### src/rtl/input_random_unit.sv
`default_nettype none
// ============================================================================
//  Module   : input_random_unit
//  Purpose  : Four debounced push-button channels producing one-cycle press
//             pulses, plus a free-running 8-bit Fibonacci LFSR that supplies
//             a random piece index (0..6) and rotation index (0..3).
//  Revision : 1.0  initial release
// ============================================================================
module input_random_unit #(
  parameter logic [19:0] DEBOUNCE_CYCLES = 20'd500000
) (
  input  logic       clk,
  input  logic       reset_n,
  input  logic       down_btn,
  input  logic       right_btn,
  input  logic       left_btn,
  input  logic       rotate_btn,
  output logic       down_signal,
  output logic       right_signal,
  output logic       left_signal,
  output logic       rotate_signal,
  output logic [7:0] random,
  output logic [2:0] random_piece,
  output logic [1:0] random_rotate
);

  // Last count value before a differing level is accepted as the new level.
  localparam logic [19:0] c_CNT_LAST = DEBOUNCE_CYCLES - 20'd1;
  localparam int          c_NUM_BTN  = 4;

  // Channel order: 0 down, 1 right, 2 left, 3 rotate.
  logic [c_NUM_BTN-1:0] w_btn;
  logic [c_NUM_BTN-1:0] w_pulse;

  assign w_btn = {rotate_btn, left_btn, right_btn, down_btn};

  assign down_signal   = w_pulse[0];
  assign right_signal  = w_pulse[1];
  assign left_signal   = w_pulse[2];
  assign rotate_signal = w_pulse[3];

  // --------------------------------------------------------------------------
  // Button channels: synchronize, debounce, and emit a pulse on acceptance of
  // a new high level. Channels share nothing, so simultaneous presses pulse
  // independently (possibly in the same cycle).
  // --------------------------------------------------------------------------
  generate
    for (genvar gi = 0; gi < c_NUM_BTN; gi++) begin : g_chan
      logic        sync1_q;
      logic        sync2_q;
      logic        stable_q;
      logic        stable_d;
      logic        pulse_q;
      logic        pulse_d;
      logic [19:0] cnt_q;
      logic [19:0] cnt_d;

      // Debounce next-state: count while the synchronized level disagrees
      // with the accepted level; accept after DEBOUNCE_CYCLES such cycles.
      always_comb begin
        stable_d = stable_q;
        cnt_d    = 20'd0;
        pulse_d  = 1'b0;
        if (sync2_q != stable_q) begin
          if (cnt_q == c_CNT_LAST) begin
            stable_d = sync2_q;
            cnt_d    = 20'd0;
            // Pulse only on an accepted rising level; release is silent.
            pulse_d  = sync2_q;
          end else begin
            cnt_d = cnt_q + 20'd1;
          end
        end
      end

      // Synchronizer, debounce state and pulse register with async reset.
      always_ff @(posedge clk or negedge reset_n) begin
        if (!reset_n) begin
          sync1_q  <= 1'b0;
          sync2_q  <= 1'b0;
          stable_q <= 1'b0;
          cnt_q    <= 20'd0;
          pulse_q  <= 1'b0;
        end else begin
          sync1_q  <= w_btn[gi];
          sync2_q  <= sync1_q;
          stable_q <= stable_d;
          cnt_q    <= cnt_d;
          pulse_q  <= pulse_d;
        end
      end

      assign w_pulse[gi] = pulse_q;
    end
  endgenerate

  // --------------------------------------------------------------------------
  // Random source: x^8+x^6+x^5+x^4+1 Fibonacci LFSR, free-running.
  // --------------------------------------------------------------------------
  logic [7:0] lfsr_q;
  logic [7:0] lfsr_d;

  // LFSR next state; the all-zero lock-up state is forced back to 8'h01.
  always_comb begin
    lfsr_d = {lfsr_q[6:0], lfsr_q[7] ^ lfsr_q[5] ^ lfsr_q[4] ^ lfsr_q[3]};
    if (lfsr_q == 8'h00) begin
      lfsr_d = 8'h01;
    end
  end

  // LFSR register; advances every cycle once out of reset.
  always_ff @(posedge clk or negedge reset_n) begin
    if (!reset_n) begin
      lfsr_q <= 8'h01;
    end else begin
      lfsr_q <= lfsr_d;
    end
  end

  assign random        = lfsr_q;
  assign random_rotate = lfsr_q[7:6];
  // Seven pieces only: fold the unused code 7 onto piece 1.
  assign random_piece  = (lfsr_q[2:0] == 3'b111) ? 3'b001 : lfsr_q[2:0];

endmodule
`default_nettype wire

### config.mk
export PLATFORM = sky130hd
export DESIGN_NAME = input_random_unit
export DESIGN_NICKNAME = d
export VERILOG_FILES = /design/src/rtl/input_random_unit.sv
export SDC_FILE = /design/constraint.sdc
export NUM_CORES = 1
export LEC_CHECK = 0
export CAP_MARGIN = 40
export CORE_MARGIN = 5
export CORE_UTILIZATION = 60
export CTS_CLUSTER_DIAMETER = 30
export DETAILED_ROUTE_END_ITERATION = 10
export HOLD_SLACK_MARGIN = 0.05
export PLACE_DENSITY = 0.88
export REMOVE_ABC_BUFFERS = 1
export SYNTH_ARGS = -nofsm -noshare
export SYNTH_HDL_FRONTEND = slang
export SYNTH_SLANG_ARGS = --single-unit
### constraint.sdc
create_clock -name clk -period 3.36 [get_ports clk]
set_input_delay 0.504 -clock clk [delete_from_list [all_inputs] [get_ports clk]]
set_output_delay 0.504 -clock clk [all_outputs]
set_load 0.005 [all_outputs]
==> impl_metrics.csv <==
group,metric,value,unit
run_status,status,"completed",
cts,cts_root_buf,"clkbuf_8",
finish,final_nets,507,
cts,hold_buffers,0,
pwr,p_leak,2.07,nW
logic_synthesis,ys_types,45,
place,place.gp.congestion,0.839,
floorplan,rows,33,
grt,met2_usage,35.2,%
sta,finalCriticalPeriod,2.28,ns
floorplan,dieArea,10100,um^2
finish,layout-area-overhead-vs-synth,9.06,%
routing,drtIter0Drc,147,
logic_synthesis,synth_top_area_share,52.6,%
cts,htreeDepth,3,
setup_path,critPathMaxFanout,17,
sta,finalSetupViolations,0,
sta,slew_headroom,39.9,%
finish,drive_gt1_share,7.37,%
finish,antenna_cells,0,
logic_synthesis,synth-async-reset-ratio,100,%
grt,grt_pass1_wl,16.6,mm
logic_synthesis,synth_common_cells,"103 x dfrtp_1, 70 x nor2_1, 47 x xnor2_1",
logic_synthesis,yosysSeqAreaShare,53.1,%
cts,numCtsBuffers,9,
routing,postRouteAntennaNets,0,
cts,cts_setup_buffers,0,
sta,fmax,438,MHz
place,dp_hpwl,6.64,mm
setup_path,end_kind,"register",
logic_synthesis,yosysMostFrequentCell,"dfrtp_1",
flow_run,cap_viol_max_count,0,
logic_synthesis,yosysTopAreaCell,"dfrtp_1",
logic_synthesis,synthTopCellsByArea,"dfrtp_1 53%, xnor2_1 8.4%, nor2_1 5.4%, nand3_1 2.9%, nand4_1 2.7%",
grt,grt_max_degree,54,
grt,grt_use_met3,5.28,%
floorplan,design.core.area,8090,um^2
grt,grt_use_met1,26.2,%
floorplan,fp.dieW,100,um
logic_synthesis,mappedNetlistArea,4900,um^2
place,dpl-instance-area,5170,um^2
cts,cts.sink_count,104,
cts,cts_buffer_depth,2,
grt,grt_use_total,20.5,%
grt,gr-total-overflow,0,
sta,drv_slew,0,
place,port_buffers,22,
setup_path,critPathBufInv,0,
pwr,p_per_area,389,nW/um^2
routing,drc_errors,0,
setup_path,cp-start-kind,"register",
setup_path,cp.arrival,2.50,ns
routing,wirelength,9.48,mm
floorplan,io_pins,23,
sta,grt_setup_unrepaired,"false",
routing,avgViaCountPerCell,5.86,
logic_synthesis,yosysWarningCount,0,
grt,top_usage_layer,"met2",
logic_synthesis,avgSynthCellArea,10.1,um^2
floorplan,start_util,60.6,%
setup_path,critical_path_class,"reg2reg",
grt,antenna_found_initial,0,
cts,clk_pin_slew,0.10,ns
sta,finalHoldViolCount,0,
sta,finalSetupTns,0,ns
pwr,peakVddDrop,0.000259,V
finish,fin_util,66.1,%
sta,max_slew.worst_pin.slew,0.899,ns
setup_path,critical_path.top_delay_family,"compound AO/OA/AOI/OAI gates",
logic_synthesis,netlist_instances,485,
min_path,hp-class,"in2async",
setup_path,critPathSlowestCell,"o41ai_4",
floorplan,dieHeight,100,um
routing,vias,3557,
setup_path,path_cells,"ha_1, nand4_1, o41ai_4, nor2_1",
setup_path,required,3.58,ns
routing,wl_per_cell,15.6,um
cts,cts_tree,"done",
cts,clk_latency,0.37,ns
setup_path,ff2ff_setup_slack,1.08,ns
grt,grt_pass1_vias,3580,
cts,post_cts_resized,0,
setup_path,max_stage_delay,0.98,ns
logic_synthesis,ys_ff_latch,104,
sta,post-route-period-util,67.9,%
finish,design_area,5350,um^2
routing,drt_pass1_iterations,4,
logic_synthesis,synth_edf_count,0,
sta,skew,0.0122,ns
logic_synthesis,ys.flop_type,"dfrtp_1",
==> layout by cell type (no fill, tap or decap), types with 2 or more instances in the layout <==
cell type | synthesis | final
buf_4 | 2 | 3
xnor2_1 | 47 | 47
or3_1 | 14 | 14
or2_2 | 2 | 2
nand4_1 | 21 | 21
o21ai_0 | 10 | 10
nor2_1 | 70 | 70
nand2_1 | 26 | 26
inv_6 | 0 | 2
o41ai_4 | 2 | 2
o31ai_1 | 6 | 6
nand3_2 | 2 | 2
clkbuf_8 | 0 | 9
dfrtp_1 | 103 | 103
a21oi_1 | 19 | 19
clkdlybuf4s50_1 | 0 | 21
and3_1 | 3 | 3
mux2_2 | 2 | 2
and2_1 | 2 | 2
nand3_1 | 28 | 28
a31o_2 | 2 | 2
nor3_1 | 17 | 17
xor2_1 | 12 | 12
ha_1 | 4 | 4
nor4b_1 | 3 | 3
or4_1 | 11 | 11
mux2_1 | 2 | 2
nor4_1 | 16 | 16
a21boi_0 | 2 | 2
or4_4 | 3 | 3
nor3b_1 | 4 | 4
clkinvlp_4 | 0 | 2
inv_1 | 15 | 15
==> worst register-to-register path: cells and delay by family (launching register included) <==
| family | cells | cell delay, ns |
|---|---|---|
| fa+ha+maj | 1 | 0.23 |
| compound gates | 1 | 0.98 |
| flops | 1 | 0.41 |
| simple gates | 2 | 0.52 |
==> cells by family after synthesis <==
| group | after synthesis | share of synthesized area [%] |
|---|---|---|
| multiplexers | 5 | 1.12 |
| AO/OA/AOI/OAI | 44 | 6.12 |
| XOR/XNOR | 59 | 10.5 |
| buffers and inverters | 40 | 3.42 |
| AND/OR/NAND/NOR | 229 | 24.7 |
| flip-flops | 104 | 53.1 |
| adder cells (fa/ha/maj) | 4 | 1.02 |
==> report_power, final <==
group	switching, W	total (W)	internal, W
clock network	0.000442	0.000721	0.000279
registers	0.0000173	0.00128	0.00127
logic	0.0000523	0.0000767	0.0000244
total	0.000512	0.00208	0.00157
==> path summary, 6_finish.rpt <==
kind	from	end	depth (start not counted)
worst max-delay path	g_chan[3].cnt_q[0]$_DFF_PN0_	g_chan[3].cnt_q[12]$_DFF_PN0_	4
worst min-delay path	reset_n	g_chan[3].cnt_q[11]$_DFF_PN0_	1
worst max register to register	g_chan[3].cnt_q[0]$_DFF_PN0_	g_chan[3].cnt_q[12]$_DFF_PN0_	4
min in group clk	g_chan[3].sync1_q$_DFF_PN0_	g_chan[3].sync2_q$_DFF_PN0_	0
max in group asynchronous	reset_n	random[0]$_DFF_PN1_	2
worst min register to register	g_chan[3].sync1_q$_DFF_PN0_	g_chan[3].sync2_q$_DFF_PN0_	0
==> state kept, by name, summed over array words and instances, names as in the netlist <==
signal,flops
g_chan.cnt_q,80
random,8
g_chan.stable_q,4
g_chan.sync1_q,4
g_chan.sync2_q,4
down_signal,1
left_signal,1
right_signal,1
rotate_signal,1
==> routing by layer <==
metal	wire length, um	up-vias
met3	357	8
met1	4150	1763
met4	76	0
li1	-	1716
met2	4900	70
met5	0	-
==> metrics by stage <==
stage	hold WS, ns	power [W]	instances	setup WS (ns)
6_report	0.164	0.00208	607	1.08
5_1_grt	0.191	0.00217	607	0.910
4_1_cts	0.175	0.00210	607	1.05
3_5_place_dp	0.339	0.00139	591	1.06
3_3_place_gp	0.331	0.00138	590	1.24
2_1_floorplan	0.208	0.00134	461	1.42
==> area by class of cell <==
class / instances / area (um^2)
sequential: 104 / 2600
inverter: 16 / 60.1
clock inverter: 6 / 48.8
tap: 105 / 131
timing repair buffer: 25 / 244
multi-input combinational: 341 / 2130
fill: 611 / 2740
clock buffer: 10 / 128
No activity file was read; power rests on OpenSTA's default activity.
